===== src/rtl/wiring_sequencer_pkg.sv =====
// Shared controller definitions for the wiring sequencer family: state
// encodings, default widths and the saturating-increment helper.
// No ports (package).
package wiring_sequencer_pkg;

  localparam int unsigned DEF_INPUT_WIDTH  = 2;
  localparam int unsigned DEF_OUTPUT_WIDTH = 1;
  localparam int unsigned DEF_PULSE_CYCLES = 1;
  localparam int unsigned DEF_MAX_CYCLES   = 1024;
  localparam int unsigned DEF_CNT_WIDTH    = 16;

  // Sequencer states, 3-bit encoded
  typedef enum logic [2:0] {
    ST_IDLE    = 3'd0,
    ST_DRIVE   = 3'd1,
    ST_SETTLE  = 3'd2,
    ST_CLEAR   = 3'd3,
    ST_RESPOND = 3'd4
  } state_t;

  // All-ones value of a w-bit counter, expressed in 32 bits
  function automatic logic [31:0] cnt_max(input int unsigned w);
    return (w >= 32) ? 32'hFFFF_FFFF : ((32'd1 << w) - 32'd1);
  endfunction

  // Increment that sticks at max_v instead of wrapping
  function automatic logic [31:0] sat_inc(input logic [31:0] v, input logic [31:0] max_v);
    return (v >= max_v) ? v : (v + 32'd1);
  endfunction

endpackage


===== src/rtl/wiring_settle_timer.sv =====
// Saturating evaluation-cycle counter with a registered timeout flag.
// Ports:
//   clk, reset   clock, synchronous active-high reset
//   clear        zero the count (wins over enable)
//   enable       count this cycle
//   count        cycles counted so far (saturating at 2^CNT_WIDTH-1)
//   expired      the cycle now in progress is cycle MAX_CYCLES or later
module wiring_settle_timer
  import wiring_sequencer_pkg::*;
#(
  parameter int unsigned CNT_WIDTH  = DEF_CNT_WIDTH,
  parameter int unsigned MAX_CYCLES = DEF_MAX_CYCLES
) (
  input  logic                 clk,
  input  logic                 reset,
  input  logic                 clear,
  input  logic                 enable,
  output logic [CNT_WIDTH-1:0] count,
  output logic                 expired
);

  localparam logic [31:0] CNT_MAX = cnt_max(CNT_WIDTH);
  // count holds completed cycles, so the MAX_CYCLES-th cycle is running
  // once count reaches MAX_CYCLES-1
  localparam logic [31:0] EXP_AT  = 32'(MAX_CYCLES - 1);

  logic [CNT_WIDTH-1:0] count_d;

  // Next count
  always_comb begin
    count_d = count;
    if (clear) begin
      count_d = '0;
    end else if (enable) begin
      count_d = CNT_WIDTH'(sat_inc(32'(count), CNT_MAX));
    end
  end

  // Count and expiry flag registers
  always_ff @(posedge clk) begin
    if (reset) begin
      count   <= '0;
      expired <= 1'b0;
    end else begin
      count   <= count_d;
      expired <= (32'(count_d) >= EXP_AT);
    end
  end

endmodule


===== src/rtl/wiring_sequencer.sv =====
// Drives one Wiring instance one request at a time: pulse the trigger
// vector, wait for activity to settle (or time out), capture the output,
// clear gate state with a one-cycle logic_reset, then hand back a response.
// Ports:
//   clk, reset                    clock, synchronous active-high reset
//   req_valid/req_ready/req_in    request stream (req_ready is combinational)
//   wiring_in, logic_reset        registered drives to the Wiring block
//   wiring_running, wiring_out    status/result from the Wiring block
//   rsp_valid/rsp_ready           response handshake
//   rsp_out, rsp_cycles,
//   rsp_timeout                   captured result, DRIVE+SETTLE cycles, timeout
//   busy                          registered, high whenever not IDLE
module wiring_sequencer
  import wiring_sequencer_pkg::*;
#(
  parameter int unsigned INPUT_WIDTH  = DEF_INPUT_WIDTH,
  parameter int unsigned OUTPUT_WIDTH = DEF_OUTPUT_WIDTH,
  parameter int unsigned PULSE_CYCLES = DEF_PULSE_CYCLES,
  parameter int unsigned MAX_CYCLES   = DEF_MAX_CYCLES,
  parameter int unsigned CNT_WIDTH    = DEF_CNT_WIDTH
) (
  input  logic                    clk,
  input  logic                    reset,
  input  logic                    req_valid,
  output logic                    req_ready,
  input  logic [INPUT_WIDTH-1:0]  req_in,
  output logic [INPUT_WIDTH-1:0]  wiring_in,
  input  logic                    wiring_running,
  input  logic [OUTPUT_WIDTH-1:0] wiring_out,
  output logic                    logic_reset,
  output logic                    rsp_valid,
  input  logic                    rsp_ready,
  output logic [OUTPUT_WIDTH-1:0] rsp_out,
  output logic [CNT_WIDTH-1:0]    rsp_cycles,
  output logic                    rsp_timeout,
  output logic                    busy
);

  localparam logic [31:0] CNT_MAX    = cnt_max(CNT_WIDTH);
  localparam logic [31:0] DRIVE_LAST = 32'(PULSE_CYCLES - 1);

  state_t                  state_q, state_d;
  logic [INPUT_WIDTH-1:0]  vec_q, vec_d;
  logic [INPUT_WIDTH-1:0]  wiring_in_d;
  logic                    logic_reset_d;
  logic                    rsp_valid_d;
  logic [OUTPUT_WIDTH-1:0] rsp_out_d;
  logic [CNT_WIDTH-1:0]    rsp_cycles_d;
  logic                    rsp_timeout_d;
  logic                    busy_d;
  logic                    timer_clear;
  logic                    timer_enable;
  logic [CNT_WIDTH-1:0]    count;
  logic                    expired;

  assign req_ready = (state_q == ST_IDLE);

  // Evaluation cycle counter; also paces the DRIVE pulse
  wiring_settle_timer #(
    .CNT_WIDTH  (CNT_WIDTH),
    .MAX_CYCLES (MAX_CYCLES)
  ) u_timer (
    .clk     (clk),
    .reset   (reset),
    .clear   (timer_clear),
    .enable  (timer_enable),
    .count   (count),
    .expired (expired)
  );

  // Next state and next values of the registered outputs
  always_comb begin
    state_d       = state_q;
    vec_d         = vec_q;
    wiring_in_d   = '0;
    logic_reset_d = 1'b0;
    rsp_valid_d   = rsp_valid;
    rsp_out_d     = rsp_out;
    rsp_cycles_d  = rsp_cycles;
    rsp_timeout_d = rsp_timeout;
    timer_clear   = 1'b0;
    timer_enable  = 1'b0;

    case (state_q)
      ST_IDLE: begin
        if (req_valid) begin
          vec_d       = req_in;
          wiring_in_d = req_in;
          timer_clear = 1'b1;
          state_d     = ST_DRIVE;
        end
      end
      ST_DRIVE: begin
        timer_enable = 1'b1;
        // count equals DRIVE cycles already completed
        if (32'(count) >= DRIVE_LAST) begin
          state_d = ST_SETTLE;
        end else begin
          wiring_in_d = vec_q;
        end
      end
      ST_SETTLE: begin
        timer_enable = 1'b1;
        // Settling takes precedence over a simultaneous timeout
        if (!wiring_running || expired) begin
          rsp_out_d     = wiring_out;
          rsp_timeout_d = wiring_running;
          rsp_cycles_d  = CNT_WIDTH'(sat_inc(32'(count), CNT_MAX));
          logic_reset_d = 1'b1;
          state_d       = ST_CLEAR;
        end
      end
      ST_CLEAR: begin
        rsp_valid_d = 1'b1;
        state_d     = ST_RESPOND;
      end
      ST_RESPOND: begin
        if (rsp_ready) begin
          rsp_valid_d = 1'b0;
          state_d     = ST_IDLE;
        end
      end
      default: begin
        state_d = ST_IDLE;
      end
    endcase

    busy_d = (state_d != ST_IDLE);
  end

  // State and output registers; logic_reset follows reset so the wiring clears too
  always_ff @(posedge clk) begin
    if (reset) begin
      state_q     <= ST_IDLE;
      vec_q       <= '0;
      wiring_in   <= '0;
      logic_reset <= 1'b1;
      rsp_valid   <= 1'b0;
      rsp_out     <= '0;
      rsp_cycles  <= '0;
      rsp_timeout <= 1'b0;
      busy        <= 1'b0;
    end else begin
      state_q     <= state_d;
      vec_q       <= vec_d;
      wiring_in   <= wiring_in_d;
      logic_reset <= logic_reset_d;
      rsp_valid   <= rsp_valid_d;
      rsp_out     <= rsp_out_d;
      rsp_cycles  <= rsp_cycles_d;
      rsp_timeout <= rsp_timeout_d;
      busy        <= busy_d;
    end
  end

endmodule


===== config.mk =====
export PLATFORM = sky130hd
export DESIGN_NAME = wiring_sequencer
export DESIGN_NICKNAME = d
export VERILOG_FILES = /design/src/rtl/wiring_sequencer_pkg.sv /design/src/rtl/wiring_settle_timer.sv /design/src/rtl/wiring_sequencer.sv
export SDC_FILE = /design/constraint.sdc
export NUM_CORES = 1
export LEC_CHECK = 0
export CAP_MARGIN = 0
export CORE_MARGIN = 2
export CORE_UTILIZATION = 54
export DETAILED_ROUTE_END_ITERATION = 10
export GPL_TIMING_DRIVEN = 0
export HOLD_SLACK_MARGIN = 0.03
export PLACE_DENSITY = 0.76
export SYNTH_ARGS = -nofsm -noshare
export SYNTH_HDL_FRONTEND = slang
export SYNTH_SLANG_ARGS = --single-unit

===== constraint.sdc =====
create_clock -name clk -period 2.6 [get_ports clk]
set_input_delay 0.78 -clock clk [delete_from_list [all_inputs] [get_ports clk]]
set_output_delay 0.78 -clock clk [all_outputs]
set_load 0.05 [all_outputs]

======== Word-level counts from Yosys, hierarchy flattened ========
Index checks and enable logic that the tools add are counted.
cells by class
  equal/unequal tests ..................... 5
  order comparisons ....................... 2
  $add $sub $neg .......................... 1
  mux-type cells .......................... 14
  reductions and logical operators ........ 9
  bitwise logic cells ..................... 2
operators with widths
  kind                                                                      count
  16-bit two-way mux                                                        3
  16-bit by 1-bit adder with 16-bit output (second input constant)          1
  16-bit by 10-bit >= comparator with 1-bit output (second input constant)  1
  16-bit >= comparator (second input constant)                              1
  3-bit one-hot mux with 5 select lines                                     1
  3-bit two-way mux                                                         3
  3-bit by 2-bit equality test with 1-bit output (second input constant)    2
  1-bit two-way mux                                                         6
  2-bit AND reduction                                                       2
  3-bit by 1-bit equality test with 1-bit output (second input constant)    1
  3-bit equality test (second input constant)                               1
  3-bit logical NOT                                                         1
  3-bit nonzero test                                                        1
  3-bit OR reduction                                                        1
  2-bit inequality test (second input constant)                             1
  1-bit NOT                                                                 2
  1-bit one-hot mux with 2 select lines                                     1
  2-bit nonzero test                                                        1
  2-bit OR reduction                                                        1
  1-bit logical NOT                                                         1
  1-bit logical OR                                                          1
storage, ports and cells
  word-level logic and storage cells ...... 43
  input bits .............................. 8
  output and inout port bits .............. 24
  register bits after elaboration ......... 43

======== Longest topological paths before layout ========
Gate-level depths: netlist of the first run.
  depth in word-level cells ............... 6
  mapped depth ............................ 11

======== Hierarchy ========
From an unflattened synthesis of the first run, not the netlist that was laid out.
unflattened totals
  cell total of the unflattened synthesis .. 292
  area, all modules ....................... 2,408.6 um^2
modules (own cells, without submodules)
  module               cells each  area an instance (um^2)  times used  sequential area each (um^2)
  wiring_sequencer     164         1,345.0                  1           520.5
  wiring_settle_timer  128         1,063.5                  1           340.3

======== Worst setup path before layout of the first run ========
OpenSTA, ideal clock, no wires.
  path type ............................... reg2reg
  start ................................... reg state_q[1]
  end ..................................... reg u_timer.expired
  setup time .............................. 0.133 ns
  data required time ...................... 2.467 ns
  arrival time ............................ 2.390 ns
  clock period less this slack ............ 2.523 ns
  path slack .............................. 0.077 ns
  path buffers ............................ 2
  cell stages (with the launch flop) ...... 10
  cells stage by stage .................... dfxtp_1 buf_2 nor3_1 and2_1 clkbuf_1 nor2_1 o21ai_0 a21oi_1 nand4_1 a31oi_1
on the way
  elaborated cells on any way between the ends .. 9
  those cells by class .................... order compare (1); eq/ne (2); mux (4); reduce/logical (2)
RTL lines
  item                                              RTL line                   RTL
  start: declaration                                wiring_sequencer.sv:42     state_t state_q, state_d;
  start signal: assignment                          wiring_sequencer.sv:144    state_q <= state_d;
  3-bit logical NOT                                 n/a
  named net req_ready                               wiring_sequencer.sv:25     output logic req_ready,
  1-bit two-way mux                                 wiring_sequencer.sv:84     case (state_q)
  16-bit two-way mux                                wiring_settle_timer.sv:32  if (clear) begin
  16-bit by 10-bit >= comparator with 1-bit output  wiring_settle_timer.sv:46  expired <= (32'(count_d) >= EXP_AT);
  end signal: assignment                            wiring_settle_timer.sv:46
  end: declaration                                  wiring_settle_timer.sv:19  output logic expired
The timed path passes the listed nets, and every way through them passes these cells.
A chain may end at the register's enable or synchronous reset.

======== Worst setup path in the final report of the first run ========
  start ................................... reg u_timer.count[1]
  end ..................................... reg rsp_cycles[3]
on the way
  word-level cells in the longest chain between the ends .. 2
  elaborated cells on any way between the ends .. 3
  those cells by class .................... add/sub (1); order compare (1); mux (1)
RTL lines
  item                                                                              RTL line                    RTL
  start: declaration                                                                wiring_settle_timer.sv:18   output logic [CNT_WIDTH-1:0] count,
  start signal: assignment                                                          wiring_settle_timer.sv:45   count <= count_d;
  16-bit by 1-bit adder with 16-bit output or 16-bit >= comparator (tied branches)  wiring_sequencer_pkg.sv:28  return (v >= max_v) ? v : (v + 32'd1);
  16-bit two-way mux (*)                                                            wiring_sequencer_pkg.sv:28
  end signal: assignment                                                            wiring_sequencer.sv:150     rsp_cycles <= rsp_cycles_d;
  end: declaration                                                                  wiring_sequencer.sv:34      output logic [CNT_WIDTH-1:0] rsp_cycles,
Every way passes the cells marked *; elsewhere a longest branch is shown, timed or not.

==> metrics, run 1 <==
total vias in the final route 2,031; remaining antenna violation count 0; io pins 32; Clock Sinks 43; startpoint types flip-flop; Logic pwr share 21.7%; Detail Placement HPWL 3.839 mm; Yosys cell types 46; Synth top area share 39.56%; Initial Utilization 55.19%; vias in the first global route 1,730; routability cong. 0.9505; Slew @ Worst Pin 584.5 ps; Critical Path AT 2640 ps; switching part of the total 30.74%; CTS tree yes; Hold Path Class flip-flop to flip-flop; area delta synth->final 21.33%; crit path max fanout 10; row count 23; ys async rst share 0%; Final Critical Period 2414 ps; die area 4553 µm²; All-Layer GR Usage 25.85%; largest net degree at the start of global routing 13; Placeable Area 3943 µm²; Via density 5.642; critical path required time 2830 ps; clock share of power 29.5%; clock skew 7.514 ps; clk root buf clkbuf_8; cells after synthesis 272; final worst-path cycle share 92.84%; P_sw 0.4409 mW; FILL cells 359; endpoints failing hold 0; wirelength, routed 5.212 mm; antenna violations before repair 0; leak pwr 0.8462 nW; relative slew slack 60.89%; first drt pass iteration count 5; Die Wd 67.48 µm; most frequent cells in the layout dfxtp_1, nor2_1, clkdlybuf4s50_1, nand2_1, a21oi_1; Area contributors post-synth dfxtp_1, nor2_1, a21oi_1; Post-synth EDFFs 0; VDD IR max 0.0003346 V; WL/cell 14.48 µm; cell taking the most area after synthesis dfxtp_1; CTS buffer count 5; status completed; Seq/Total Area, Yosys 39.56%; CTS Buffer Depth 2; Nets 319; share of layout cells above drive strength 1 9.355%; Antenna diodes 0; commonest non-fill, non-tap cell in the layout dfxtp_1; hold_buf cts 0; final-report setup violation count 0; Max Slew Vio Count 0; crit path kind flip-flop to flip-flop; Ys Warns 0; grt ovf 0; Synth Cell Area 2176 µm²; Crit. End Element flip-flop; Flop pwr share 48.8%; Seq cells post-synth 43; Pwr Density 543.2 nW/µm²; IO Port Bufs 31; first-pass GRT wire length 8.666 mm; Reg2Reg Setup Slack 190 ps; Post-Synthesis Net Count 281; Cell Int Power 0.9932 mW; syn_area_per_cell 7.999 µm²; maxcap violations 0; fmax 414.3 MHz; DRC viols 0; post-layout util 66.96%; die height 67.48 µm; number of H-tree levels 2; Top FF cell, synth dfxtp_1; Worst-path clk slew 80 ps; postcts setup bufs 0; clk_lat worst skew 300 ps; Hold WS 456.0 ps; DR iter-0 viols 182
==> timing repair <==
| action | 4_1_cts | 5_1_grt |
|---|---|---|
| endpoints found under the setup margin | 1 | 5 |
| endpoints found under the hold margin | 0 | 0 |
| pin swaps | 0 | 0 |
| gates resized for setup | 1 | 2 |
==> metal layers <==
metal	GRT usage, %	part of all wire, %	vias up
li1	-	-	1039
met1	37.49	49	938
met2	37.87	44	50
met3	5.500	5.0	4
met4	8.418	1.3	0
met5	0	0	-
==> area by class of cell <==
type / instances / area, µm² / area share, %
clock inverters: 1 / 5.005 / 0.1896
flip-flops and latches: 43 / 862.1 / 32.65
clock buffers: 6 / 82.58 / 3.128
repair buffers: 31 / 309.0 / 11.71
plain buffers: 23 / 103.9 / 3.934
multi-input cells: 202 / 1200 / 45.45
well taps: 50 / 62.56 / 2.370
inverters: 4 / 15.01 / 0.5687
==> synthesized netlist by cell type (6+ instances only) <==
cell / number
nand2_1: 26
nand4_1: 7
a211oi_1: 7
dfxtp_1: 43
buf_2: 7
nand3_1: 12
xnor2_1: 10
a31oi_1: 6
nor3_1: 11
xor2_1: 10
nor2_1: 33
a21oi_1: 21
and3_1: 6
clkbuf_1: 13
==> state kept, by name, indices dropped and copies added, names as in the netlist <==
register,flops
state_q,3
u_timer.count,16
u_timer.expired,1
rsp_cycles,16
wiring_in,2
rsp_timeout,1
busy,1
rsp_valid,1
rsp_out,1
logic_reset,1
==> critical path, stage by stage (launching register included) <==
cell      delay (ps)
dfxtp_2          430
ha_1             170
buf_2            190
and4_1           200
buf_2            180
nand2_2          130
or2_2            370
buf_2            220
a211oi_1         310
a21oi_1           70
nor2_1           100
==> power groups by stage <==
stage                     Clock (mW)  Sequential [mW]  Combinational (mW)
after CTS                      0.433            0.700               0.311
after global routing           0.466            0.703               0.341
after global placement             0            0.714               0.310
final                          0.423            0.700               0.311
after floorplan                    0            0.777               0.150
after detailed placement           0            0.715               0.312
==> logic make-up (layout without fill, tap and decap cells) <==
| kind of cell | count (synthesis) | in the layout | share of synthesized area (%) |
|---|---|---|---|
| simple gates | 125 | 125 | 29.50 |
| fa+ha+maj | 1 | 1 | 0.5750 |
| compound gates | 55 | 55 | 16.39 |
| mux | 1 | 1 | 0.4601 |
| xor+xnor | 20 | 20 | 8.050 |
| flops | 43 | 43 | 39.56 |
| buf+inv | 27 | 65 | 5.462 |
==> stage by stage <==
stage	TNS, ps	worst slack [ps]	cell area (µm²)	instances	power (mW)
3_3_place_gp	0	4.103	2549	353	1.024
6_report	0	186.1	2640	360	1.434
2_1_floorplan	0	77.03	2176	272	0.9268
4_1_cts	0	65.65	2635	360	1.443
5_1_grt	-0.5467	-0.5467	2640	360	1.509
3_5_place_dp	-25.39	-15.74	2549	353	1.027
==> worst paths after layout <==
| check | from | to | cells after the start |
|---|---|---|---|
| max | u_timer.count[1] | rsp_cycles[3] | 10 |
| min | rsp_out | rsp_out | 2 |
| max reg2reg | u_timer.count[1] | rsp_cycles[3] | 10 |
| min reg2reg | rsp_out | rsp_out | 2 |
(Power assumes the default switching activity.)
==> run 2, diff against run 1 <==
==> constraint.sdc (replaced) <==
create_clock -name clk -period 2.6 [get_ports clk]
set_input_delay 0.78 -clock clk [delete_from_list [all_inputs] [get_ports clk]]
set_output_delay 0.78 -clock clk [all_outputs]
set_load 0.005 [all_outputs]
==> run 2 against run 1 <==
Core utilization barely moved. Highest routed layer unchanged. Non-clock buffer count did not move. Largest power group unchanged. Combinational power fell by 23%. Die area did not move. Worst hold slack did not move. Maximum frequency barely moved. Sequential cell count did not move. Global-route usage did not move. Critical path depth did not move. Clock power barely moved. First-iteration DRC count did not move. Design area barely moved.
==> metrics, run 2 (synthesis gave the netlist of run 1 again) <==
maxcap violations 0; Critical Path AT 2640 ps; Die Wd 67.48 µm; clk root buf clkbuf_8; FILL cells 358; critical path required time 2830 ps; share of layout cells above drive strength 1 9.355%; final worst-path cycle share 92.84%; IO Port Bufs 31; fmax 414.3 MHz; CTS Buffer Depth 2; vias in the first global route 1,730; die area 4553 µm²; Final Critical Period 2414 ps; VDD IR max 0.0003338 V; wirelength, routed 5.211 mm; total vias in the final route 2,031; Hold WS 456.0 ps; All-Layer GR Usage 25.85%; relative slew slack 60.89%; number of H-tree levels 2; area delta synth->final 21.39%; Antenna diodes 0; Hold Path Class flip-flop to flip-flop; first-pass GRT wire length 8.666 mm; WL/cell 14.48 µm; crit path max fanout 10; routability cong. 0.9505; final-report setup violation count 0; hold_buf cts 0; clock skew 7.514 ps; commonest non-fill, non-tap cell in the layout dfxtp_1; grt ovf 0; endpoints failing hold 0; Via density 5.642; Clock Sinks 43; first drt pass iteration count 4; fin cells 360; Worst-path clk slew 80 ps; Slew @ Worst Pin 584.5 ps; Detail Placement HPWL 3.839 mm; DRC viols 0; DR iter-0 viols 182; die height 67.48 µm; largest registers rsp_cycles: 16 flops, u_timer.count: 16 flops, state_q: 3 flops; antenna violations before repair 0; Nets 319; Pwr Density 515.9 nW/µm²; status completed; CTS buffer count 5; Placeable Area 3943 µm²; Placed Cells 353; row count 23; crit path kind flip-flop to flip-flop; Crit. End Element flip-flop; clk_lat worst skew 300 ps; remaining antenna violation count 0; startpoint types flip-flop; Initial Utilization 55.19%; largest net degree at the start of global routing 13; most frequent cells in the layout dfxtp_1, nor2_1, clkdlybuf4s50_1, nand2_1, a21oi_1; leak pwr 0.8462 nW; CTS tree yes; post-layout util 66.99%; io pins 32; Max Slew Vio Count 0
run 2: metrics by stage:
stage | setup WS, ps | total power [mW] | cell area, µm² | TNS, ps
after CTS | 65.65 | 1.372 | 2636 | 0
final | 186.1 | 1.363 | 2641 | 0
after global routing | -0.5467 | 1.438 | 2641 | -0.5467
after global placement | 4.103 | 0.9500 | 2549 | 0
after floorplan | 464.2 | 0.8527 | 2176 | 0
after detailed placement | -15.74 | 0.9529 | 2549 | -25.39
run 2: layout make-up:
| cell class | count | area (µm²) | share of cell area, % |
|---|---|---|---|
| repair buffers | 31 | 310.3 | 11.75 |
| plain buffers | 23 | 103.9 | 3.932 |
| well taps | 50 | 62.56 | 2.369 |
| clock buffers | 6 | 82.58 | 3.126 |
| clock inverters | 1 | 5.005 | 0.1895 |
| flip-flops and latches | 43 | 862.1 | 32.64 |
| inverters | 4 | 15.01 | 0.5685 |
| multi-input cells | 202 | 1200 | 45.43 |
run 2: power breakdown:
group          switching (mW)  leakage [nW]  internal [mW]
combinational           0.137         0.450          0.102
clock                   0.215        0.0470          0.208
sequential             0.0148         0.349          0.685
run 2: path summary, 6_finish.rpt:
path / from / endpoint / slack (ps) / cells after the start
worst min-delay path: rsp_out / rsp_out / 460 / 2
worst max-delay path: u_timer.count[1] / rsp_cycles[3] / 190 / 10
worst max register to register: u_timer.count[1] / rsp_cycles[3] / 190 / 10
worst min register to register: rsp_out / rsp_out / 460 / 2
run 2: critical path: stages, from the launching register on:
cell and delay [ps]:
dfxtp_2 430, ha_1 170, buf_2 190, and4_1 200
buf_2 180, nand2_2 130, or2_2 370, buf_2 220
a211oi_1 310, a21oi_1 70, nor2_1 100
run 2: routing by layer:
layer	part of all wire, %	wire length (µm)	vias up	GRT usage (%)
li1	-	-	1039	-
met1	49	2571	938	37.49
met2	44	2314	50	37.87
met3	5.0	258	4	5.500
met4	1.3	66	0	8.418
met5	0	0	-	0
run 2: timing repair:
item / in CTS / in global routing
setup buffers: 0 / 0
setup endpoints to repair: 0 / 5
gates resized for setup: 0 / 2
hold endpoints to repair: 0 / 0
